**src/rtl/univ_shift_reg_pkg.sv**
```systemverilog
// usr_pkg: shared control encodings and types for the universal shift register.
//   usr_ctrl_t : 2-bit operation select
//   CTRL_HOLD  : keep current contents
//   CTRL_SHL   : shift left, serial-in from d[0]
//   CTRL_SHR   : shift right, serial-in from d[N-1]
//   CTRL_LOAD  : parallel load from d
package usr_pkg;

    typedef logic [1:0] usr_ctrl_t;

    localparam usr_ctrl_t CTRL_HOLD = 2'b00;
    localparam usr_ctrl_t CTRL_SHL  = 2'b01;
    localparam usr_ctrl_t CTRL_SHR  = 2'b10;
    localparam usr_ctrl_t CTRL_LOAD = 2'b11;

endpackage

```
**src/rtl/univ_shift_reg_if.sv**
```systemverilog
// univ_shift_reg_if: data/control bundle of the universal shift register.
//   ctrl_amisha : operation select (usr_pkg encodings), driven by master
//   d_amisha    : parallel data / serial-in source, driven by master
//   q_amisha    : registered contents, driven by slave (the register)
// Optional: USR_CLK_ENABLE_EN is the build macro for the clock-enable feature;
// the enable itself is a plain port on univ_shift_reg, not part of this bundle.
interface univ_shift_reg_if #(
    parameter int unsigned N = 8
);
    import usr_pkg::*;

    usr_ctrl_t      ctrl_amisha;
    logic [N-1:0]   d_amisha;
    logic [N-1:0]   q_amisha;

    modport master (
        output ctrl_amisha,
        output d_amisha,
        input  q_amisha
    );

    modport slave (
        input  ctrl_amisha,
        input  d_amisha,
        output q_amisha
    );

endinterface

```
**src/rtl/univ_shift_reg_next_mux.sv**
```systemverilog
// usr_next_mux: combinational next-state selector for the shift register.
//   ctrl_i   : operation select
//   q_i      : current register contents
//   d_i      : parallel data; d_i[0] is the SHL serial-in, d_i[N-1] the SHR serial-in
//   q_next_o : value the register takes on the next enabled edge
module usr_next_mux
    import usr_pkg::*;
#(
    parameter int unsigned N = 8
) (
    input  usr_ctrl_t    ctrl_i,
    input  logic [N-1:0] q_i,
    input  logic [N-1:0] d_i,
    output logic [N-1:0] q_next_o
);

    always_comb begin
        q_next_o = q_i;
        case (ctrl_i)
            CTRL_SHL:  q_next_o = {q_i[N-2:0], d_i[0]};
            CTRL_SHR:  q_next_o = {d_i[N-1], q_i[N-1:1]};
            CTRL_LOAD: q_next_o = d_i;
            // CTRL_HOLD and any non-binary ctrl keep the contents
            default:   q_next_o = q_i;
        endcase
    end

endmodule

```
**src/rtl/univ_shift_reg.sv**
```systemverilog
// univ_shift_reg: N-bit universal shift register (hold / shl / shr / load).
//   clk_amisha   : clock, all updates on rising edge
//   reset_amisha : synchronous active-high reset, clears contents, beats ctrl
//   en_amisha    : clock enable (present only with USR_CLK_ENABLE_EN defined)
//   bus          : univ_shift_reg_if slave (ctrl_amisha, d_amisha in; q_amisha out)
// q_amisha comes straight from the register; no input-to-output path.
module univ_shift_reg
    import usr_pkg::*;
#(
    parameter int unsigned N = 8
) (
    input  logic clk_amisha,
    input  logic reset_amisha,
`ifdef USR_CLK_ENABLE_EN
    input  logic en_amisha,
`endif
    univ_shift_reg_if.slave bus
);

    logic [N-1:0] q_q;
    logic [N-1:0] q_d;

    usr_next_mux #(.N(N)) u_next_mux (
        .ctrl_i   (bus.ctrl_amisha),
        .q_i      (q_q),
        .d_i      (bus.d_amisha),
        .q_next_o (q_d)
    );

    always_ff @(posedge clk_amisha) begin
        if (reset_amisha) begin
            q_q <= '0;
`ifdef USR_CLK_ENABLE_EN
        end else if (en_amisha) begin
`else
        end else begin
`endif
            q_q <= q_d;
        end
    end

    assign bus.q_amisha = q_q;

endmodule

```
**src/flat_wrapper.sv**
```systemverilog
// flat-port wrapper written by rule: the top's interface ports become plain ports
module univ_shift_reg_flat import usr_pkg::*;
#(
    parameter int unsigned N = 8
)
  (clk_amisha, reset_amisha, bus_ctrl_amisha, bus_d_amisha, bus_q_amisha);
  univ_shift_reg_if #(.N(N)) bus_i ();
  input  logic clk_amisha;
  input  logic reset_amisha;
  input wire logic [$bits(bus_i.ctrl_amisha)-1:0] bus_ctrl_amisha;
  input wire logic [$bits(bus_i.d_amisha)-1:0] bus_d_amisha;
  output wire logic [$bits(bus_i.q_amisha)-1:0] bus_q_amisha;
  assign bus_i.ctrl_amisha = bus_ctrl_amisha;
  assign bus_i.d_amisha = bus_d_amisha;
  assign bus_q_amisha = bus_i.q_amisha;
  univ_shift_reg #(.N(N)) u_core (.clk_amisha(clk_amisha), .reset_amisha(reset_amisha), .bus(bus_i));
endmodule
```
**config.mk**
```make
export PLATFORM = sky130hd
export DESIGN_NAME = univ_shift_reg_flat
export DESIGN_NICKNAME = d
export VERILOG_FILES = /design/src/rtl/univ_shift_reg_pkg.sv /design/src/rtl/univ_shift_reg_if.sv /design/src/rtl/univ_shift_reg_next_mux.sv /design/src/rtl/univ_shift_reg.sv /design/src/flat_wrapper.sv
export SDC_FILE = /design/constraint.sdc
export NUM_CORES = 1
export LEC_CHECK = 0
export CORE_AREA = 2 2 39 41
export CTS_BUF_LIST = sky130_fd_sc_hd__clkbuf_8
export CTS_CLUSTER_SIZE = 14
export DETAILED_ROUTE_END_ITERATION = 10
export DIE_AREA = 0 0 41 43
export PLACE_DENSITY = 0.65
export SETUP_SLACK_MARGIN = 0.3
export SLEW_MARGIN = 15
export SYNTH_ARGS = -nofsm -noshare
export SYNTH_HDL_FRONTEND = slang
export SYNTH_SLANG_ARGS = --single-unit
```
**constraint.sdc**
```tcl
create_clock -name clk_amisha -period 1.24 [get_ports clk_amisha]
set_input_delay 0.372 -clock clk_amisha [delete_from_list [all_inputs] [get_ports clk_amisha]]
set_output_delay 0.372 -clock clk_amisha [all_outputs]
set_load 0.03 [all_outputs]
```
Word level (Yosys, flattened, before mapping)
Index checks and enable logic that the tools add are counted.
- latch bits: 0
- memories kept: 0
- register bits: 8
- word-level logic and storage cells: 6
- input port bits: 12
- ROM bits: 0
- memory bits (writable): 0
- add/subtract/negate cells: 0
- div/mod/pow operators: 0
- equality and inequality tests: 3
- bitwise gates (word level): 0
- shifts and indexed selects: 0
- multiplexer cells: 1
- reduce and logical (&&, ||, !) cells: 1
- $mul: 0
- magnitude comparators: 0
- operator list (operator ; number):
    8-bit case mux with 3 select lines ; 1
    2-bit == test (second input constant) ; 2
    3-bit nonzero test ; 1
    2-bit by 1-bit == test with 1-bit output (second input constant) ; 1

Depth between registers and ports, before layout
Gate-level depths: netlist (run 1).
- depth in word-level cells: 2
- depth in mapped cells: 4
- mapped depth without buffers: 2

Cells and area by module
From an unflattened synthesis (run 1), not the netlist that was laid out.
- cells, all modules: 30
- area total of the unflattened synthesis: 405.4 um^2
- by module, submodules not included (module ; sequential area each (um^2) ; cells each ; times used ; area each (um^2)):
    univ_shift_reg ; 160.2 ; 16 ; 1 ; 210.2
    usr_next_mux ; 0.0 ; 14 ; 1 ; 195.2

Worst setup path after synthesis (run 1)
OpenSTA, ideal clock, no wires.
- kind: input to register
- start: input bus_ctrl_amisha[0]
- end: register u_core.q_q[5], in the netlist u_core.bus.q_amisha[5]
- path buffers: 2
- library setup time: 124 ps
- data arrival time: 862 ps
- path slack: 253 ps
- stages: 4
- data required time: 1116 ps
- path through: buf_6 buf_12 mux2i_1 o22ai_1
- word-level cells in the longest chain between the ends: 2
- elaborated cells between the ends (all ways): 5
- classes of those cells: eq/ne (3); mux (1); reduce/logical (1)
- ends and longest elaborated chain (element ; line ; source):
    from (decl) ; flat_wrapper.sv:10 ; input wire logic [$bits(bus_i.ctrl_amisha)-1:0] bus_ctrl_amisha;
    2-bit == test / 2-bit by 1-bit == test with 1-bit output (equally long branches) ; univ_shift_reg_next_mux.sv:19 ; case (ctrl_i)
    8-bit case mux with 3 select lines / 3-bit nonzero test (equally long branches) ; -- ;
    to (signal assigned) ; univ_shift_reg.sv:38 ; q_q <= q_d;
    to (decl) ; univ_shift_reg.sv:20 ; logic [N-1:0] q_q;
Several ways; a longest one is shown, not always the timed one.
A chain may end at the register's enable or synchronous reset.

Worst setup path after layout (run 1)
- start: register u_core.q_q[5], in the netlist u_core.bus.q_amisha[5]
- end: output bus_q_amisha[5]
- RTL lines (element ; line ; source):
    to (decl) ; flat_wrapper.sv:12 ; output wire logic [$bits(bus_i.q_amisha)-1:0] bus_q_amisha;
No word-level cell between the ends.

==> impl_metrics.py, run 1 <==
metrics = {
    "job": {
        "reported_max_cap_violation_count": 0,
    },
    "synthesis": {
        "synth.largest_area_cell": "dfxtp_1",
        "synth.most_common_cell": "mux2i_1",
        "yosys_warnings": 0,
        "post_synth.cell_area_avg_um2": 11.00,
        "synth_largest_type_area_fraction": 0.3732,
        "synth.net_count": 51,
        "synth-main-ff-cell": "dfxtp_1",
        "synth_area_um2": 429.2,
        "synth_edf_count": 0,
        "most_instantiated_cells_after_synthesis": "14 x mux2i_1, 8 x dfxtp_1, 6 x o22ai_1",
        "netlist_top_cells_area": "dfxtp_1 37%, mux2i_1 33%, o22ai_1 8.7%, buf_12 4.7%, a211oi_2 2.9%",
        "async_reset_ff_frac": 0,
        "flip_flop_and_latch_count_after_synthesis": 8,
        "postSynthCellCount": 39,
        "yosys.cell_types.count": 14,
        "share_of_the_yosys_chip_area_belonging_to_registers": 0.3732,
    },
    "routing": {
        "drt_drc_violations_left": 0,
        "vias_per_cell": 4.818,
        "totalWireLength_mm": 1.179,
        "routed-via-count": 424,
        "route.detailed.wl_per_inst_um": 13.40,
        "number_of_routed_nets_with_antenna_violations": 0,
        "first_pass_iters": 2,
        "count_of_routing_violations_after_the_opening_detailed_route_iteration": 2,
    },
    "timing": {
        "number_of_failing_setup_endpoints_in_the_final_timing_report": 0,
        "number_of_max_slew_violations_in_the_final_report": 0,
        "worst_slew_margin_rel": 0.8781,
        "final_hold_viol_count": 0,
        "tightestPinTransition_ns": 0.1777,
        "hold_ws_ns": 0.4528,
        "worst_clock_skew_ns": 0.002427,
        "period_share": 0.8554,
        "post-route-min-period_ns": 1.061,
        "setup_repair_after_global_routing_missed_its_margin": "true",
        "clock.fmax_mhz": 942.8,
    },
    "grt": {
        "grt_pass1_wl_mm": 1.780,
        "maximum_number_of_pins_on_one_net_before_global_route_repair": 9,
        "global_route_congestion_overflow_total": 0,
        "vias_in_the_first_global_route": 429,
        "globalRouteTotalUtil": 0.1539,
        "antenna_found_initial": 0,
    },
    "finish": {
        "final_net_count": 86,
        "largest_register_ffs": 8,
        "area_growth_pct": 99.42,
        "finalCoreUtilization": 0.6184,
        "layoutNonFillerInstCount": 88,
        "drive_gt1_frac": 0.6250,
        "antennaDiodeCount": 0,
    },
    "power": {
        "pwr_density_cell_mw_per_mm2": 974.5,
        "leakagePower_nw": 0.4383,
        "comb_power_share": 0.289,
        "seq_power_share": 0.347,
        "netSwitchingFraction": 0.2511,
        "worst_ir_drop_vdd_v": 0.0005442,
        "cellInternalPower_uw": 624.6,
        "pwr-share-clk": 0.364,
        "netSwitchingPower_uw": 209.4,
    },
    "setup_path": {
        "crit_chain": "buf_6",
        "critPathSlowestCell": "dfxtp_2",
        "critical_path.n_buffers_inverters": 1,
        "type_of_the_worst_setup_path": "flip-flop to output pin",
        "timing.critical_path.to_type": "output pin",
        "timing.critical_path.fanout_max": 2,
        "startpoint_type_of_the_worst_setup_path": "flip-flop",
        "timing.critical_path.slowest_cell_delay_ns": 0.33,
        "cp.arrival_ns": 0.69,
        "required_ns": 0.87,
        "cpLargestDelayFamily": "flip-flops",
    },
    "clock_network": {
        "cts_root_buf": "clkbuf_8",
        "cts_sinks": 8,
        "cts.htree.levels": 1,
        "hold_buffers": 0,
        "clock_transition_at_the_registers_of_the_reported_paths_ns": 0.04,
        "insertion_delay_ns": 0.22,
        "cts_buffers": 3,
        "tritoncts": "yes",
        "cts_buffer_depth": 2,
    },
    "place": {
        "placed_cells_incl_taps": 75,
        "hpwl_um": 662.7,
        "count_of_buffers_inserted_at_the_top_level_ports": 19,
        "globalplace.congestion": 0.6980,
    },
    "floorplan": {
        "coreArea_mm2": 0.001384,
        "die_h_um": 43,
        "die-width_um": 41,
        "die_area_mm2": 0.001763,
        "initial_utilization": 0.3101,
        "floorplan.io_pins": 20,
        "floorplan.rows": 14,
    },
    "min_path": {
        "holdCritPathClass": "input port to flip-flop",
    },
    "outcome": {
        "status": "complete, no violations",
    },
}
==> final timing paths <==
path	start	to	slack [ns]	cells past startpoint
min reg2reg	u_core.bus.q_amisha[4]	u_core.bus.q_amisha[5]	0.65	3
max	u_core.bus.q_amisha[5]	bus_q_amisha[5]	0.18	1
min	bus_d_amisha[6]	u_core.bus.q_amisha[6]	0.45	3
max reg2reg	u_core.bus.q_amisha[0]	u_core.bus.q_amisha[1]	0.33	4
==> routing by layer <==
metal / share of wire / global-route usage / vias to the layer above
met4: 0.016 / 0.1200 / 0
met1: 0.40 / 0.1909 / 201
li1: - / - / 209
met2: 0.53 / 0.2188 / 12
met3: 0.051 / 0.03141 / 2
met5: 0 / 0 / -
==> tightest hold or removal path, stage by stage <==
cell and delay, ns:
dlymetal6s2s_1 0.08, mux2i_1 0.07, o22ai_1 0.11
==> kinds of logic (layout without fill, tap and decap cells) <==
family                 after synthesis  after routing  share of synthesized area
multiplexers                        14             14                     0.3265
buffers and inverters                5             38                     0.1020
flip-flops                           8              8                     0.3732
AND/OR/NAND/NOR                      4              4                    0.06417
AO/OA/AOI/OAI                        8              8                     0.1341
==> cells in the final DEF, fill, tap and decap left out <==
| cell | instances |
|---|---|
| o22ai_1 | 5 |
| mux2i_1 | 11 |
| or2_4 | 1 |
| inv_1 | 1 |
| buf_4 | 11 |
| inv_2 | 1 |
| buf_2 | 1 |
| clkdlybuf4s15_1 | 1 |
| nand2b_2 | 1 |
| dlygate4sd2_1 | 1 |
| clkbuf_8 | 3 |
| clkdlybuf4s50_1 | 1 |
| buf_12 | 1 |
| buf_16 | 1 |
| a211oi_2 | 2 |
| dlymetal6s2s_1 | 7 |
| dfxtp_2 | 8 |
| nor2b_2 | 2 |
| mux2i_4 | 1 |
| o22ai_2 | 1 |
| mux2i_2 | 2 |
| buf_6 | 9 |
==> power groups by stage <==
| stage | clock, mW | sequential (mW) | combinational (mW) |
|---|---|---|---|
| CTS | 0.314 | 0.289 | 0.224 |
| floorplan | 0 | 0.322 | 0.0695 |
| finish | 0.304 | 0.289 | 0.241 |
| detailed placement | 0 | 0.293 | 0.172 |
| global route | 0.325 | 0.290 | 0.256 |
| global placement | 0 | 0.293 | 0.171 |
==> stage by stage <==
stage               instance area, um2  setup WS [ns]  TNS (ns)  total power [mW]
global route                     855.8         0.1612         0            0.8717
detailed placement               625.6        -0.2479    -1.805            0.4654
CTS                              798.3         0.1730         0            0.8267
floorplan                        432.9         0.2678         0            0.3911
global placement                 625.6        -0.2411    -1.771            0.4643
finish                           855.8         0.1793         0            0.8340
==> cell type report <==
cell class	count	area, um2
clock buffers	3	41.29
fillers	114	528.0
inverters	2	7.507
multi-input cells	26	264.0
flip-flops and latches	8	170.2
well taps	16	20.02
repair buffers	33	352.8
==> timing repair <==
item / CTS / global route
endpoints found under the setup margin: 16 / 15
buffers inserted: 8 / 1
pin swaps: 2 / 7
gates cloned: 1 / 0
resized for setup: 28 / 14
No activity file was read; power rests on OpenSTA's default activity.
==> run 2, diff against run 1 <==
--- a/config.mk
+++ b/config.mk
@@ -11,7 +11,6 @@
 export DETAILED_ROUTE_END_ITERATION = 10
 export DIE_AREA = 0 0 41 43
 export PLACE_DENSITY = 0.65
-export SETUP_SLACK_MARGIN = 0.3
 export SLEW_MARGIN = 15
 export SYNTH_ARGS = -nofsm -noshare
 export SYNTH_HDL_FRONTEND = slang
==> run 2 against run 1 <==
  * Register-to-register slack improved by 0.13 ns
  * Fmax decreased by 7.9%
  * Clock power increased by 3%
  * Combinational power decreased by 24%
  * Clock skew decreased by 0.0014 ns
  * Highest routed layer unchanged
  * Cell count decreased by 10%
  * Sequential power about the same
  * Sequential cell count unchanged
  * Sequential share of layout area increased by 2.8 points
==> impl_metrics.py, run 2 (synthesis gave the netlist of run 1 again) <==
metrics = {
    "outcome": {
        "status": "complete, no violations",
    },
    "clock_network": {
        "insertion_delay_ns": 0.23,
        "cts_buffers": 3,
        "postCtsSetupRepairBufs": 0,
        "clock_transition_at_the_registers_of_the_reported_paths_ns": 0.04,
        "cts_sinks": 8,
        "cts_root_buf": "clkbuf_8",
        "cts_buffer_depth": 2,
        "tritoncts": "yes",
        "hold_buffers": 0,
        "cts.htree.levels": 1,
    },
    "routing": {
        "first_pass_iters": 2,
        "number_of_routed_nets_with_antenna_violations": 0,
        "totalWireLength_um": 931,
        "drt_drc_violations_left": 0,
        "vias_per_cell": 4.797,
        "count_of_routing_violations_after_the_opening_detailed_route_iteration": 1,
        "route.detailed.wl_per_inst_um": 11.78,
        "routed-via-count": 379,
    },
    "finish": {
        "final_net_count": 77,
        "largest_register_ffs": 8,
        "final_cell_mix": "14 x mux2i_1, 11 x buf_4, 8 x clkdlybuf4s50_1, 8 x dfxtp_1, 6 x o22ai_1",
        "multi_input_area_um2": 227.7,
        "stdcell_area_um2": 705.7,
        "filler_cell_count": 118,
        "layout.cells.most_common": "mux2i_1",
        "antennaDiodeCount": 0,
        "drive_gt1_frac": 0.3175,
        "seqCellArea_um2": 160.2,
        "area_growth_pct": 64.43,
    },
    "power": {
        "pwr_density_cell_mw_per_mm2": 1113,
        "netSwitchingPower_uw": 196.6,
        "comb_power_share": 0.233,
        "netSwitchingFraction": 0.2503,
        "worst_ir_drop_vdd_v": 0.0005590,
        "pwr-share-clk": 0.400,
        "cellInternalPower_uw": 588.7,
        "leakagePower_nw": 0.3399,
        "seq_power_share": 0.367,
    },
    "setup_path": {
        "cp-startpoint": "u_core.bus.q_amisha[3]",
        "cp_num_cells": 1,
        "crit_chain": "buf_4",
        "cpLargestDelayFamily": "flip-flops",
        "reg2reg_slack_ns": 0.46,
        "worst_r2r_startpoint": "u_core.bus.q_amisha[6]",
        "required_ns": 0.87,
        "setup.worst_path.end": "bus_q_amisha[3]",
        "timing.critical_path.to_type": "output pin",
        "timing.critical_path.slowest_cell_delay_ns": 0.37,
        "critical_path.n_buffers_inverters": 1,
        "type_of_the_worst_setup_path": "flip-flop to output pin",
        "worst_r2r_path_depth": 2,
        "critPathSlowestCell": "dfxtp_1",
        "timing.critical_path.fanout_max": 4,
        "startpoint_type_of_the_worst_setup_path": "flip-flop",
        "cp.arrival_ns": 0.78,
        "endpoint_of_the_worst_slack_reg_to_reg_timing_path": "u_core.bus.q_amisha[7]",
    },
    "timing": {
        "number_of_failing_setup_endpoints_in_the_final_timing_report": 0,
        "fin_ws_ns": 0.08817,
        "final_hold_viol_count": 0,
        "clock.fmax_mhz": 868.2,
        "period_share": 0.9289,
        "worst_clock_skew_ns": 0.001050,
        "setup_repair_after_global_routing_missed_its_margin": "false",
        "post-route-min-period_ns": 1.152,
        "tightestPinTransition_ns": 0.1542,
        "number_of_max_slew_violations_in_the_final_report": 0,
        "worst_slew_margin_rel": 0.8942,
    },
    "place": {
        "globalplace.congestion": 0.6820,
        "post-place-ws_ns": -0.2445,
        "count_of_buffers_inserted_at_the_top_level_ports": 19,
        "hpwl_um": 649.2,
        "dpl-instance-area_um2": 625.6,
    },
    "grt": {
        "antenna_found_initial": 0,
        "maximum_number_of_pins_on_one_net_before_global_route_repair": 9,
        "grt_pass1_wl_mm": 1.400,
        "globalRouteTotalUtil": 0.1236,
        "global_route_congestion_overflow_total": 0,
        "vias_in_the_first_global_route": 336,
    },
    "floorplan": {
        "die-width_um": 41,
        "initial_utilization": 0.3101,
        "floorplan.rows": 14,
        "floorplan.io_pins": 20,
        "die_h_um": 43,
        "coreArea_mm2": 0.001384,
        "die_area_mm2": 0.001763,
    },
    "min_path": {
        "holdCritPathClass": "input port to flip-flop",
    },
    "job": {
        "reported_max_cap_violation_count": 0,
    },
}
run 2: cell types whose count changed in the layout (fill, tap and decap cells not counted), moves of 2 or more:
cell and delta:
buf_6 -9, dfxtp_1 +8, dfxtp_2 -8, clkdlybuf4s50_1 +7, dlymetal6s2s_1 -5, mux2i_1 +3, mux2i_2 -2
run 2: worst min path at each step:
stage	startpoint	endpoint	slack, ns	depth (start not counted)
global route	reset_amisha	u_core.bus.q_amisha[7]	0.41	2
floorplan	reset_amisha	u_core.bus.q_amisha[0]	0.44	1
global placement	u_core.bus.q_amisha[7]	u_core.bus.q_amisha[6]	0.55	2
finish	reset_amisha	u_core.bus.q_amisha[7]	0.39	2
detailed placement	u_core.bus.q_amisha[7]	u_core.bus.q_amisha[6]	0.55	2
CTS	u_core.bus.q_amisha[7]	u_core.bus.q_amisha[6]	0.58	2
run 2: metal layers:
metal  wire (um)  global-route usage  vias up
met3          52             0.03141        2
met4          22              0.1200        0
met5           0                   0        -
li1            -                   -      191
met2         419              0.1656       13
met1         436              0.1484      173
run 2: power groups by stage:
stage	Clock [mW]	Combinational, mW	Sequential [mW]
floorplan	0	0.0683	0.322
global placement	0	0.170	0.293
detailed placement	0	0.171	0.293
CTS	0.319	0.185	0.289
global route	0.329	0.194	0.291
finish	0.314	0.183	0.289
run 2: through the flow:
stage          TNS, ns  power [mW]  utilization  hold slack (ns)  instances
5_1_grt              0      0.8144       0.5099           0.4120         79
6_report             0      0.7853       0.5099           0.3928         79
2_1_floorplan        0      0.3899            -           0.4366         39
3_5_place_dp    -1.786      0.4646       0.4521           0.5524         75
4_1_cts              0      0.7926       0.5045           0.5777         79
3_3_place_gp    -1.702      0.4635       0.4521           0.5543         75
run 2: final cells by class:
type / count / area share
repair buffers: 24 / 0.3528
multi-input cells: 26 / 0.3227
flip-flops and latches: 8 / 0.2270
clock buffers: 3 / 0.05851
well taps: 16 / 0.02837
inverters: 2 / 0.01064
run 2: timing repair:
item                                    CTS  global route
endpoints found under the setup margin    2             7
gates cloned                              1             0
resized for setup                         1             3
